[config.mk]
export PLATFORM = sky130hd
export DESIGN_NAME = load_store_unit
export DESIGN_NICKNAME = d
export VERILOG_FILES = /design/src/rtl/lsu_pkg.sv /design/src/rtl/lsu_load_align.sv /design/src/rtl/load_store_unit.sv
export SDC_FILE = /design/constraint.sdc
export NUM_CORES = 1
export LEC_CHECK = 0
export BUFFER_PORTS_ARGS = -buffer_cell sky130_fd_sc_hd__buf_4
export CAP_MARGIN = 20
export CORE_MARGIN = 3
export CORE_UTILIZATION = 48
export CTS_CLUSTER_DIAMETER = 40
export DETAILED_ROUTE_END_ITERATION = 10
export PLACE_DENSITY = 0.85
export SLEW_MARGIN = 10
export SYNTH_ARGS = -nofsm -noshare
export SYNTH_HDL_FRONTEND = slang
export SYNTH_SLANG_ARGS = --single-unit
[constraint.sdc]
create_clock -name clk -period 4.49 [get_ports clk]
set_input_delay 0.449 -clock clk [delete_from_list [all_inputs] [get_ports clk]]
set_output_delay 0.449 -clock clk [all_outputs]
set_load 0.02 [all_outputs]
[src/rtl/lsu_pkg.sv]
// Shared size codes, encoded write strobes, FSM states and request decode helpers
// for the load/store front-end of data_memory.
package lsu_pkg;

  localparam logic [1:0] SZ_BYTE = 2'd0;
  localparam logic [1:0] SZ_HALF = 2'd1;
  localparam logic [1:0] SZ_WORD = 2'd2;
  localparam logic [1:0] SZ_ILL  = 2'd3;

  // data_memory takes an encoded lane selector, not a byte-enable mask.
  localparam logic [3:0] STRB_NONE = 4'b0000;
  localparam logic [3:0] STRB_B0   = 4'b0001;
  localparam logic [3:0] STRB_B1   = 4'b0010;
  localparam logic [3:0] STRB_B2   = 4'b0011;
  localparam logic [3:0] STRB_B3   = 4'b0100;
  localparam logic [3:0] STRB_H0   = 4'b0101;
  localparam logic [3:0] STRB_H1   = 4'b0110;
  localparam logic [3:0] STRB_W    = 4'b0111;

  typedef enum logic [2:0] {
    S_IDLE,
    S_STORE,
    S_LOAD,
    S_LOAD_WAIT,
    S_RESP
  } state_e;

  function automatic logic is_misaligned(input logic [1:0] size, input logic [1:0] lo);
    return (size == SZ_ILL) ||
           ((size == SZ_HALF) && lo[0]) ||
           ((size == SZ_WORD) && (lo != 2'b00));
  endfunction

  function automatic logic [3:0] store_strb(input logic [1:0] size, input logic [1:0] lo);
    logic [3:0] strb;
    strb = STRB_NONE;
    case (size)
      SZ_BYTE: begin
        case (lo)
          2'd0:    strb = STRB_B0;
          2'd1:    strb = STRB_B1;
          2'd2:    strb = STRB_B2;
          default: strb = STRB_B3;
        endcase
      end
      SZ_HALF: strb = lo[1] ? STRB_H1 : STRB_H0;
      SZ_WORD: strb = STRB_W;
      default: strb = STRB_NONE;
    endcase
    return strb;
  endfunction

endpackage

[src/rtl/lsu_load_align.sv]
// Picks the addressed byte/halfword out of a memory word and sign- or zero-extends it.
module lsu_load_align
  import lsu_pkg::*;
#(
  parameter int WIDTH = 32
) (
  input  logic [WIDTH-1:0] word_i,
  input  logic [1:0]       lo_i,
  input  logic [1:0]       size_i,
  input  logic             uns_i,
  output logic [WIDTH-1:0] data_o
);

  logic [7:0]  byte_w;
  logic [15:0] half_w;

  always_comb begin
    byte_w = word_i[8*lo_i +: 8];
    half_w = word_i[16*lo_i[1] +: 16];
    case (size_i)
      SZ_BYTE: data_o = {{(WIDTH-8){~uns_i & byte_w[7]}}, byte_w};
      SZ_HALF: data_o = {{(WIDTH-16){~uns_i & half_w[15]}}, half_w};
      SZ_WORD: data_o = word_i;
      default: data_o = '0;
    endcase
  end

endmodule

[src/rtl/load_store_unit.sv]
// Converts byte-addressed load/store requests into single data_memory word
// transactions, one at a time, with registered memory and response outputs.
module load_store_unit
  import lsu_pkg::*;
#(
  parameter int WIDTH  = 32,
  parameter int DEPTH  = 128,
  parameter int ADDR_W = $clog2(DEPTH) + 2
) (
  input  logic                     clk,
  input  logic                     rst,
  input  logic                     req_valid,
  output logic                     req_ready,
  input  logic                     req_we,
  input  logic [ADDR_W-1:0]        req_addr,
  input  logic [1:0]               req_size,
  input  logic                     req_unsigned,
  input  logic [WIDTH-1:0]         req_wdata,
  output logic                     rsp_valid,
  input  logic                     rsp_ready,
  output logic [WIDTH-1:0]         rsp_rdata,
  output logic                     rsp_err,
  output logic [$clog2(DEPTH)-1:0] mem_rd_addr,
  output logic [$clog2(DEPTH)-1:0] mem_wr_addr,
  output logic [WIDTH-1:0]         mem_wr_din,
  output logic [3:0]               mem_wr_strb,
  output logic                     mem_we,
  input  logic [WIDTH-1:0]         mem_rd_dout
);

  localparam int IDX_W = $clog2(DEPTH);

  state_e           state_q, state_d;
  logic [1:0]       lo_q, lo_d;
  logic [1:0]       size_q, size_d;
  logic             uns_q, uns_d;
  logic             rsp_valid_q, rsp_valid_d;
  logic             rsp_err_q, rsp_err_d;
  logic [WIDTH-1:0] rsp_rdata_q, rsp_rdata_d;
  logic [IDX_W-1:0] rd_addr_q, rd_addr_d;
  logic [IDX_W-1:0] wr_addr_q, wr_addr_d;
  logic [WIDTH-1:0] wr_din_q, wr_din_d;
  logic [3:0]       wr_strb_q, wr_strb_d;
  logic             we_q, we_d;
  logic [WIDTH-1:0] load_data;

  lsu_load_align #(.WIDTH(WIDTH)) u_align (
    .word_i (mem_rd_dout),
    .lo_i   (lo_q),
    .size_i (size_q),
    .uns_i  (uns_q),
    .data_o (load_data)
  );

  assign req_ready = (state_q == S_IDLE) && rst;

  // NOTE: every *_d gets a default first so no path through the case leaves it
  // unassigned; otherwise synthesis infers a latch.
  always_comb begin
    state_d     = state_q;
    lo_d        = lo_q;
    size_d      = size_q;
    uns_d       = uns_q;
    rsp_valid_d = rsp_valid_q;
    rsp_err_d   = rsp_err_q;
    rsp_rdata_d = rsp_rdata_q;
    rd_addr_d   = rd_addr_q;
    wr_addr_d   = wr_addr_q;
    wr_din_d    = wr_din_q;
    wr_strb_d   = STRB_NONE;
    we_d        = 1'b0;

    case (state_q)
      S_IDLE: begin
        if (req_valid && req_ready) begin
          lo_d   = req_addr[1:0];
          size_d = req_size;
          uns_d  = req_unsigned;
          if (is_misaligned(req_size, req_addr[1:0])) begin
            state_d     = S_RESP;
            rsp_valid_d = 1'b1;
            rsp_err_d   = 1'b1;
            rsp_rdata_d = '0;
          end else if (req_we) begin
            // Memory outputs are registered, so they are set up on the way into STORE.
            state_d   = S_STORE;
            we_d      = 1'b1;
            wr_addr_d = req_addr[ADDR_W-1:2];
            wr_strb_d = store_strb(req_size, req_addr[1:0]);
            case (req_size)
              SZ_BYTE: wr_din_d = WIDTH'(req_wdata[7:0]);
              SZ_HALF: wr_din_d = WIDTH'(req_wdata[15:0]);
              default: wr_din_d = req_wdata;
            endcase
          end else begin
            state_d   = S_LOAD;
            rd_addr_d = req_addr[ADDR_W-1:2];
          end
        end
      end
      S_STORE: begin
        state_d     = S_RESP;
        rsp_valid_d = 1'b1;
        rsp_err_d   = 1'b0;
        rsp_rdata_d = '0;
      end
      S_LOAD: state_d = S_LOAD_WAIT;
      S_LOAD_WAIT: begin
        state_d     = S_RESP;
        rsp_valid_d = 1'b1;
        rsp_err_d   = 1'b0;
        rsp_rdata_d = load_data;
      end
      S_RESP: begin
        if (rsp_ready) begin
          state_d     = S_IDLE;
          rsp_valid_d = 1'b0;
        end
      end
      default: state_d = S_IDLE;
    endcase
  end

  // NOTE: sequential state uses non-blocking assignments so every register
  // samples the pre-edge values regardless of statement order.
  always_ff @(posedge clk or negedge rst) begin
    if (!rst) begin
      state_q     <= S_IDLE;
      lo_q        <= '0;
      size_q      <= SZ_BYTE;
      uns_q       <= 1'b0;
      rsp_valid_q <= 1'b0;
      rsp_err_q   <= 1'b0;
      rsp_rdata_q <= '0;
      rd_addr_q   <= '0;
      wr_addr_q   <= '0;
      wr_din_q    <= '0;
      wr_strb_q   <= STRB_NONE;
      we_q        <= 1'b0;
    end else begin
      state_q     <= state_d;
      lo_q        <= lo_d;
      size_q      <= size_d;
      uns_q       <= uns_d;
      rsp_valid_q <= rsp_valid_d;
      rsp_err_q   <= rsp_err_d;
      rsp_rdata_q <= rsp_rdata_d;
      rd_addr_q   <= rd_addr_d;
      wr_addr_q   <= wr_addr_d;
      wr_din_q    <= wr_din_d;
      wr_strb_q   <= wr_strb_d;
      we_q        <= we_d;
    end
  end

  assign rsp_valid   = rsp_valid_q;
  assign rsp_err     = rsp_err_q;
  assign rsp_rdata   = rsp_rdata_q;
  assign mem_rd_addr = rd_addr_q;
  assign mem_wr_addr = wr_addr_q;
  assign mem_wr_din  = wr_din_q;
  assign mem_wr_strb = wr_strb_q;
  assign mem_we      = we_q;

endmodule

Word level (Yosys, flattened, before mapping)
Cells that the tools add are included.
- equality and inequality tests: 14
- shift operators: 2
- reductions and logical operators: 22
- multiplexer cells: 26
- bitwise gates (word level): 5
- operators by type and width (cell ; count):
    case mux 32 bit (3 select lines) ; 2
    two-way mux 32 bit ; 2
    case mux 32 bit (2 select lines) ; 1
    indexed part select 32 x 6 -> 16 bit ; 1
    indexed part select 32 x 6 -> 8 bit ; 1
    two-way mux 4 bit ; 4
    case mux 3 bit (4 select lines) ; 1
    case mux 4 bit (3 select lines) ; 1
    AND reduction 4 bit ; 3
    two-way mux 3 bit ; 3
    case mux 3 bit (3 select lines) ; 1
    == test 2 bit, second input constant ; 4
    two-way mux 1 bit ; 7
    == test 2 x 1 -> 1 bit, second input constant ; 3
    == test 3 x 2 -> 1 bit, second input constant ; 2
    zero test 2 bit ; 3
    AND reduction 3 bit ; 2
    nonzero test 3 bit ; 2
    logical AND 1 bit ; 4
    two-way mux 2 bit ; 2
    != test 2 x 1 -> 1 bit, second input constant ; 2
    AND reduction 2 bit ; 2
    nonzero test 2 bit ; 2
    == test 3 x 1 -> 1 bit, second input constant ; 1
    other kinds (9) ; 13
- flip-flop bits (word level): 93
- logic and storage cells: 81
- bits of input ports: 81

Longest topological paths before layout
Gate-level depths: netlist (run 1).
- word-level depth: 7
- depth in mapped cells: 8
- gate-level depth less buffers: 7

Hierarchy
A second synthesis (run 1) with hierarchy kept.
- cell total of the unflattened synthesis: 414
- area total of the unflattened synthesis: 4649.5 sq um
- by module, submodules not included (module ; cells an instance ; seq. area each (sq um) ; times used ; area an instance (sq um)):
    load_store_unit ; 291 ; 2302.2 ; 1 ; 3798.6
    lsu_load_align ; 123 ; 0.0 ; 1 ; 850.8

Least setup slack after synthesis (run 1)
Ideal clock, no wire load.
- path kind: input port to flip-flop
- from: input port req_size[1]
- to: register wr_din_q[4] (netlist: mem_wr_din[4])
- path slack: 2.433 ns
- library setup time: 0.125 ns
- required time: 4.365 ns
- data arrival time: 1.932 ns
- path buffers: 1
- cell stages on the path: 7
- cells stage by stage: inv_1 > ha_1 > a221oi_1 > nand3_1 > inv_2 > buf_4 > mux2_2
- longest elaborated chain between the ends: 6
- ends and longest elaborated chain (what ; RTL line ; source):
    start, declared ; load_store_unit.sv:16 ; input logic [1:0] req_size,
    == test 2 x 1 -> 1 bit ; lsu_pkg.sv:30 ; ((size == SZ_HALF) && lo[0]) ||
    logical AND 1 bit ; lsu_pkg.sv:30 ;
    logical OR 1 bit ; lsu_pkg.sv:29 ; return (size == SZ_ILL) ||
    logical OR 1 bit (*) ; lsu_pkg.sv:30 ;
    inverter 1 bit (no source line) (*) ; n/a ;
    AND reduction 4 bit (no source line) (*) ; n/a ;
    end signal, assigned ; load_store_unit.sv:150 ; wr_din_q <= wr_din_d;
    end, declared ; load_store_unit.sv:42 ; logic [WIDTH-1:0] wr_din_q, wr_din_d;
Mark *: on every way between the ends. The rest lies on a longest branch, timed or not.
A chain may end at the register's enable or synchronous reset.

Worst setup path after layout (run 1)
Same ends and word-level chain as after synthesis.

==> results of run 1 <==
==> where the power goes <==
group	internal (mW)	leakage [nW]	switching [mW]
clock network	0.323	0.112	0.315
registers	1.13	1.18	0.263
logic	0.730	1.78	0.881
==> state kept, by name (all words and copies together), names as in the netlist <==
name and flops:
mem_wr_din 32, rsp_rdata 32, mem_rd_addr 7, mem_wr_addr 7
mem_wr_strb 3, state_q 3, lo_q 2, size_q 2
mem_we 1, rsp_err 1, rsp_valid 1, uns_q 1
==> synthesized netlist by cell type, drive strengths merged, types with 3 or more instances <==
cell	instances
nand2	58
nor2	11
mux2i	31
dfrtp	92
nand2b	3
a21oi	3
buf	13
a31oi	16
a21o	17
a221o	7
inv	35
clkbuf	16
o2bb2ai	9
mux2	31
nor3	3
nor2b	4
a221oi	10
ha	8
o21ai	10
nand3b	3
==> worst min-delay path by stage <==
stage / startpoint / to / slack (ps) / cells after the start
floorplan: rst / lo_q[0]$_DFFE_PN0P_ / 150 / 0
global placement: rst / rsp_rdata[27]$_DFFE_PN0P_ / 440 / 1
detailed placement: rst / rsp_rdata[27]$_DFFE_PN0P_ / 450 / 1
CTS: rst / rsp_rdata[28]$_DFFE_PN0P_ / 60 / 1
global route: rst / rsp_rdata[27]$_DFFE_PN0P_ / 70 / 1
finish: rst / rsp_rdata[27]$_DFFE_PN0P_ / 60 / 1
==> per-stage QoR <==
step                power, mW  std cells  area [sq um]
finish                   3.64        665          5890
global route             3.86        665          5890
CTS                      3.67        664          5880
detailed placement       3.02        648          5660
global placement         2.97        648          5660
floorplan                2.32        402          4400
==> cells in the final DEF (no fill, tap or decap), types with 10 or more instances in the layout <==
cell,synthesis,final
buf_4,2,168
dfrtp_1,92,92
nand2_1,58,58
inv_1,34,34
mux2i_1,31,31
mux2_2,31,31
a21o_1,17,17
a31oi_1,16,16
nor2_1,11,11
a221oi_1,10,10
o21ai_0,10,10
==> worst max-delay path, stage by stage <==
cell and delay, ps:
buf_4 100, inv_1 70, ha_1 230, a221oi_1 560, nand3_1 500, inv_2 790, mux2_2 420
==> metal layers <==
layer  up-vias  track usage  part of all wire
met1      1828        0.283              0.38
met2       182        0.383              0.49
met4         0       0.0971             0.025
met5         -            0                 0
met3        24       0.0744              0.10
li1       1695            -                 -
==> cell type report <==
cell class | count | area (sq um) | share of cell area
Clock buffer | 9 | 124 | 0.0210
Clock inverter | 7 | 105 | 0.0178
Inverter | 35 | 131 | 0.0223
Multi-Input combinational cell | 246 | 1830 | 0.311
Sequential cell | 92 | 2300 | 0.391
Tap cell | 108 | 135 | 0.0229
Timing Repair Buffer | 168 | 1260 | 0.214
==> cell families after synthesis <==
group	after synthesis	share of synthesized area
adders and majority gates	8	0.0227
muxes	63	0.155
buffers and inverters	64	0.0605
AOI/OAI and AO/OA	83	0.141
and+or+nand+nor	91	0.0969
other	1	0.000852
DFF	92	0.523
==> run metrics, run 1 <==
outcome=complete, no violations; flip-flop and latch count after synthesis=92; number of vias per cell after detailed routing=5.61; maximum fanout encountered on the critical timing path=34; portion of the post-synthesis area used by sequential elements=0.523; count of input and output buffers=165; maximum level of the CTS H-tree=3; Yosys top cell area share=0.523; wire length of the first global-routing pass=18700 microns; clock transition time at the flip-flop clock pins of the worst setup and hold paths=90 ps; total negative slack=0 ps; Worst Setup Path Type=in2reg; number of DRC violations after detailed-routing iteration 0=113; worst clock skew on the final layout=12.6 ps; buffer levels on the longest clock path=2; critical path data arrival time=3160 ps; number of distinct library cells after synthesis=42; area of the mapped netlist=0.00440 sq mm; Period Utilization, post-route=0.651; cell type contributing the most total cell area after synthesis=dfrtp_1; Vias=3729; RR Endpoint=mem_wr_din[4]$_DFFE_PN0P_; total count of max-transition violations in the final report=0; count of nets left with antenna violations after detail routing=0; static power due to leakage=3.07 nW; setup slack after placement=1190 ps; startpoint kind of the worst setup timing path=input pin; routability congestion estimate=0.889; cell chosen for the clock root=clkbuf_8; endpoints failing hold=0; Area growth, synth to finish=33.9%; number of antenna repair diodes=0; DRC violations left=0; # IOs=167; Initial Utilization=0.500; FF-to-FF Start=state_q[1]$_DFFE_PN0P_; post-route minimum period=2920 ps; share of flip-flops with an asynchronous set or reset after synthesis=1.00; antenna violations before repair=0; Fmax achieved=342 MHz; Main synth FF type=dfrtp_1; DIE WIDTH=102 microns; Avg Cell Area, Syn=10.9 sq um; total global routing track utilization=0.233; Mapped Nets=491; HPWL after detailed placement=9030 microns; fillers=664; Worst Setup Slack, final=1570 ps; count of flip-flops with a built-in enable after synthesis=0; power per cell area=618 mW/mm^2; number of instances in the synthesized netlist=402; count of yosys warnings during synthesis=0; clock insertion delay at the later pin of the skew report=360 ps; class of the worst hold path=in2async; internal reg-to-reg setup slack=1710 ps; post-layout util=0.669; Worst setup startpoint=req_size[1]; unrepaired setup endpoints after global routing=no; number of global-route vias before repair=3755; final hold slack=55.0 ps; critical path capture point=mem_wr_din[4]$_DFFE_PN0P_; Final setup viols=0; number of buffers created by CTS=9; area enclosed by the die boundary=0.0104 sq mm; clock sink count=92; slew margin rel.=0.430; required time reported for the critical path endpoint=4730 ps; global route total overflow=0; layout cell share with drive strength beyond 1=0.397; number of buffers inserted by post-CTS setup repair=0; CORE AREA=0.00881 sq mm; Max Cap Viol=0; slew at the pin closest to its max-slew limit=854 ps; clock tree from TritonCTS=built; CP Capture Type=flip-flop; leading post-synthesis cells by cell area=dfrtp_1, mux2_2, mux2i_1; first-pass detailed-route iteration total=5; post-cts hold buffer count=0; number of gates resized after CTS=0; Routed WL per cell=17.9 microns; height of the die=102 microns; maximum number of pins on one net before global-route repair=58; maximum VDD drop=0.432 mV; number of rows in the core area=34; number of nets in the layout=641; path depth of the worst reg2reg path=5; Post-Route WL=11900 microns
Note: power is estimated with default switching activity, not from simulation.
==> inputs of run 2 (changes only) <==
clock period = 2.7 ns   (was 4.49 ns; I/O delays follow)
==> run metrics, run 2 (synthesis results as in run 1) <==
slew at the pin closest to its max-slew limit=618 ps (was 854 ps); Max stage delay cell, worst path=dfrtp_1 (was inv_2); count of input and output buffers=165 (unchanged); antenna violations before repair=0 (unchanged); Buf/Inv on CP=2 (was 3); number of vias per cell after detailed routing=5.47 (was 5.61); Worst Setup Path Type=reg2reg (was in2reg); slew margin rel.=0.588 (was 0.430); power per cell area=1030 mW/mm^2 (was 618 mW/mm^2); number of buffers inserted by post-CTS setup repair=0 (unchanged); number of nets in the layout=647 (was 641); number of DRC violations after detailed-routing iteration 0=100 (was 113); Fmax achieved=468 MHz; height of the die=102 microns (unchanged); Max Cap Viol=0 (unchanged); Post-Route WL=12000 microns (was 11900 microns); area enclosed by the die boundary=0.0104 sq mm (unchanged); clock insertion delay at the later pin of the skew report=360 ps (about the same); number of global-route vias before repair=3677 (was 3755); post-route minimum period=2140 ps; routability congestion estimate=0.894 (was 0.889); commonest non-fill, non-tap cells in the layout=buf_4, dfrtp_1, nand2_1 (unchanged); clock tree from TritonCTS=built (unchanged); Routed WL per cell=17.8 microns (was 17.9 microns); global route total overflow=0 (unchanged); most common cell after layout, fill and taps aside=buf_4 (unchanged); # IOs=167 (unchanged); clock transition time at the flip-flop clock pins of the worst setup and hold paths=90 ps (about the same); longest individual stage delay on the worst path=460 ps (was 790 ps); buffer levels on the longest clock path=2 (unchanged); endpoints failing hold=0 (unchanged); number of antenna repair diodes=0 (unchanged); Period Utilization, post-route=0.792; required time reported for the critical path endpoint=2970 ps (was 4730 ps); Initial Utilization=0.500 (unchanged); CP Capture Type=flip-flop (unchanged); class of the worst hold path=in2async (unchanged); dominant delay contributor by cell family on the critical path=simple AND/OR/NAND/NOR gates (was buffers and inverters); DIE WIDTH=102 microns (unchanged); maximum fanout encountered on the critical timing path=18 (was 34); static power due to leakage=3.12 nW (was 3.07 nW); Final setup viols=0 (unchanged); first-pass detailed-route iteration total=4 (was 5); cell-by-cell trace of the critical path=nand3b_4 > nor3_1 > nand3_1 > inv_2 > buf_12 > mux2i_1 (was buf_4 > inv_1 > ha_1 > a221oi_1 > nand3_1 > inv_2 > mux2_2); number of rows in the core area=34 (unchanged); startpoint kind of the worst setup timing path=flip-flop (was input pin); critical path data arrival time=2410 ps (was 3160 ps); total count of max-transition violations in the final report=0 (unchanged); DRC violations left=0 (unchanged); total negative slack=0 ps (unchanged); maximum VDD drop=0.642 mV (was 0.432 mV); unrepaired setup endpoints after global routing=no (unchanged); CORE AREA=0.00881 sq mm (unchanged); count of nets left with antenna violations after detail routing=0 (unchanged); maximum level of the CTS H-tree=3 (unchanged); wire length of the first global-routing pass=18600 microns (was 18700 microns); maximum number of pins on one net before global-route repair=52 (was 58); Area growth, synth to finish=35.8% (was 33.9%); cell chosen for the clock root=clkbuf_8 (unchanged); HPWL after detailed placement=9080 microns (was 9030 microns); post-cts hold buffer count=0 (unchanged); clock sink count=92 (unchanged); Vias=3673 (was 3729); layout cell share with drive strength beyond 1=0.403 (was 0.397); worst clock skew on the final layout=8.63 ps (was 12.6 ps); outcome=complete, no violations (unchanged); total global routing track utilization=0.232 (was 0.233); Final Total Pwr=6.16 mW (was 3.64 mW); number of buffers created by CTS=9 (unchanged); number of gates resized after CTS=0 (unchanged)
[run 2: changes by cell type in the layout (fill, tap and decap cells not counted)]
cell	previous run	this run
buf_4	168	172
buf_12	0	2
bufinv_16	2	3
clkinv_2	0	1
clkinvlp_4	1	0
inv_8	1	0
[run 2: worst register-to-register path, stage by stage (launching register included)]
cell and delay [ps]:
dfrtp_1 460, nand3b_4 190, nor3_1 360, nand3_1 190, inv_2 370, buf_12 250
mux2i_1 240
[run 2: stage by stage]
stage	instance area [sq um]	utilization	std cells	hold WS, ps	setup WS (ps)
finish	5980	0.679	671	29.2	562
global route	5980	0.679	671	60.8	367
floorplan	4400	-	402	-25.6	822
detailed placement	5730	0.651	655	435	334
global placement	5730	0.651	655	420	472
CTS	5980	0.679	671	48.9	559
[run 2: final cells by class]
type	count	area [sq um]
fill	649	2830
multi-input combinational	246	1830
sequential	92	2300
clock buffer	9	124
clock inverter	7	121
inverter	35	131
tap	108	135
timing repair buffer	174	1330
[run 2: final timing paths]
path                                   startpoint  slack, ps                         end  depth (start not counted)
max reg2reg                state_q[1]$_DFFE_PN0P_        560  mem_wr_din[12]$_DFFE_PN0P_                          6
max in group asynchronous                     rst       1630       rsp_valid$_DFFE_PN0P_                          3
max                        state_q[1]$_DFFE_PN0P_        560  mem_wr_din[12]$_DFFE_PN0P_                          6
min                                           rst         30   rsp_rdata[16]$_DFFE_PN0P_                          2
min reg2reg                     uns_q$_DFFE_PN0P_        480           uns_q$_DFFE_PN0P_                          2
min in group clk                        rsp_ready         90      state_q[2]$_DFFE_PN0P_                          2
[run 2: per-layer routing]
metal | vias to the layer above | track usage | part of all wire
met5 | - | 0 | 0
met4 | 0 | 0.0665 | 0.019
met3 | 17 | 0.0820 | 0.11
met2 | 181 | 0.397 | 0.49
met1 | 1770 | 0.278 | 0.38
li1 | 1705 | - | -
[run 2: power by group]
part | total, mW | internal [mW] | switching (mW)
clock network | 1.13 | 0.622 | 0.509
logic | 2.75 | 1.25 | 1.50
registers | 2.28 | 1.88 | 0.408
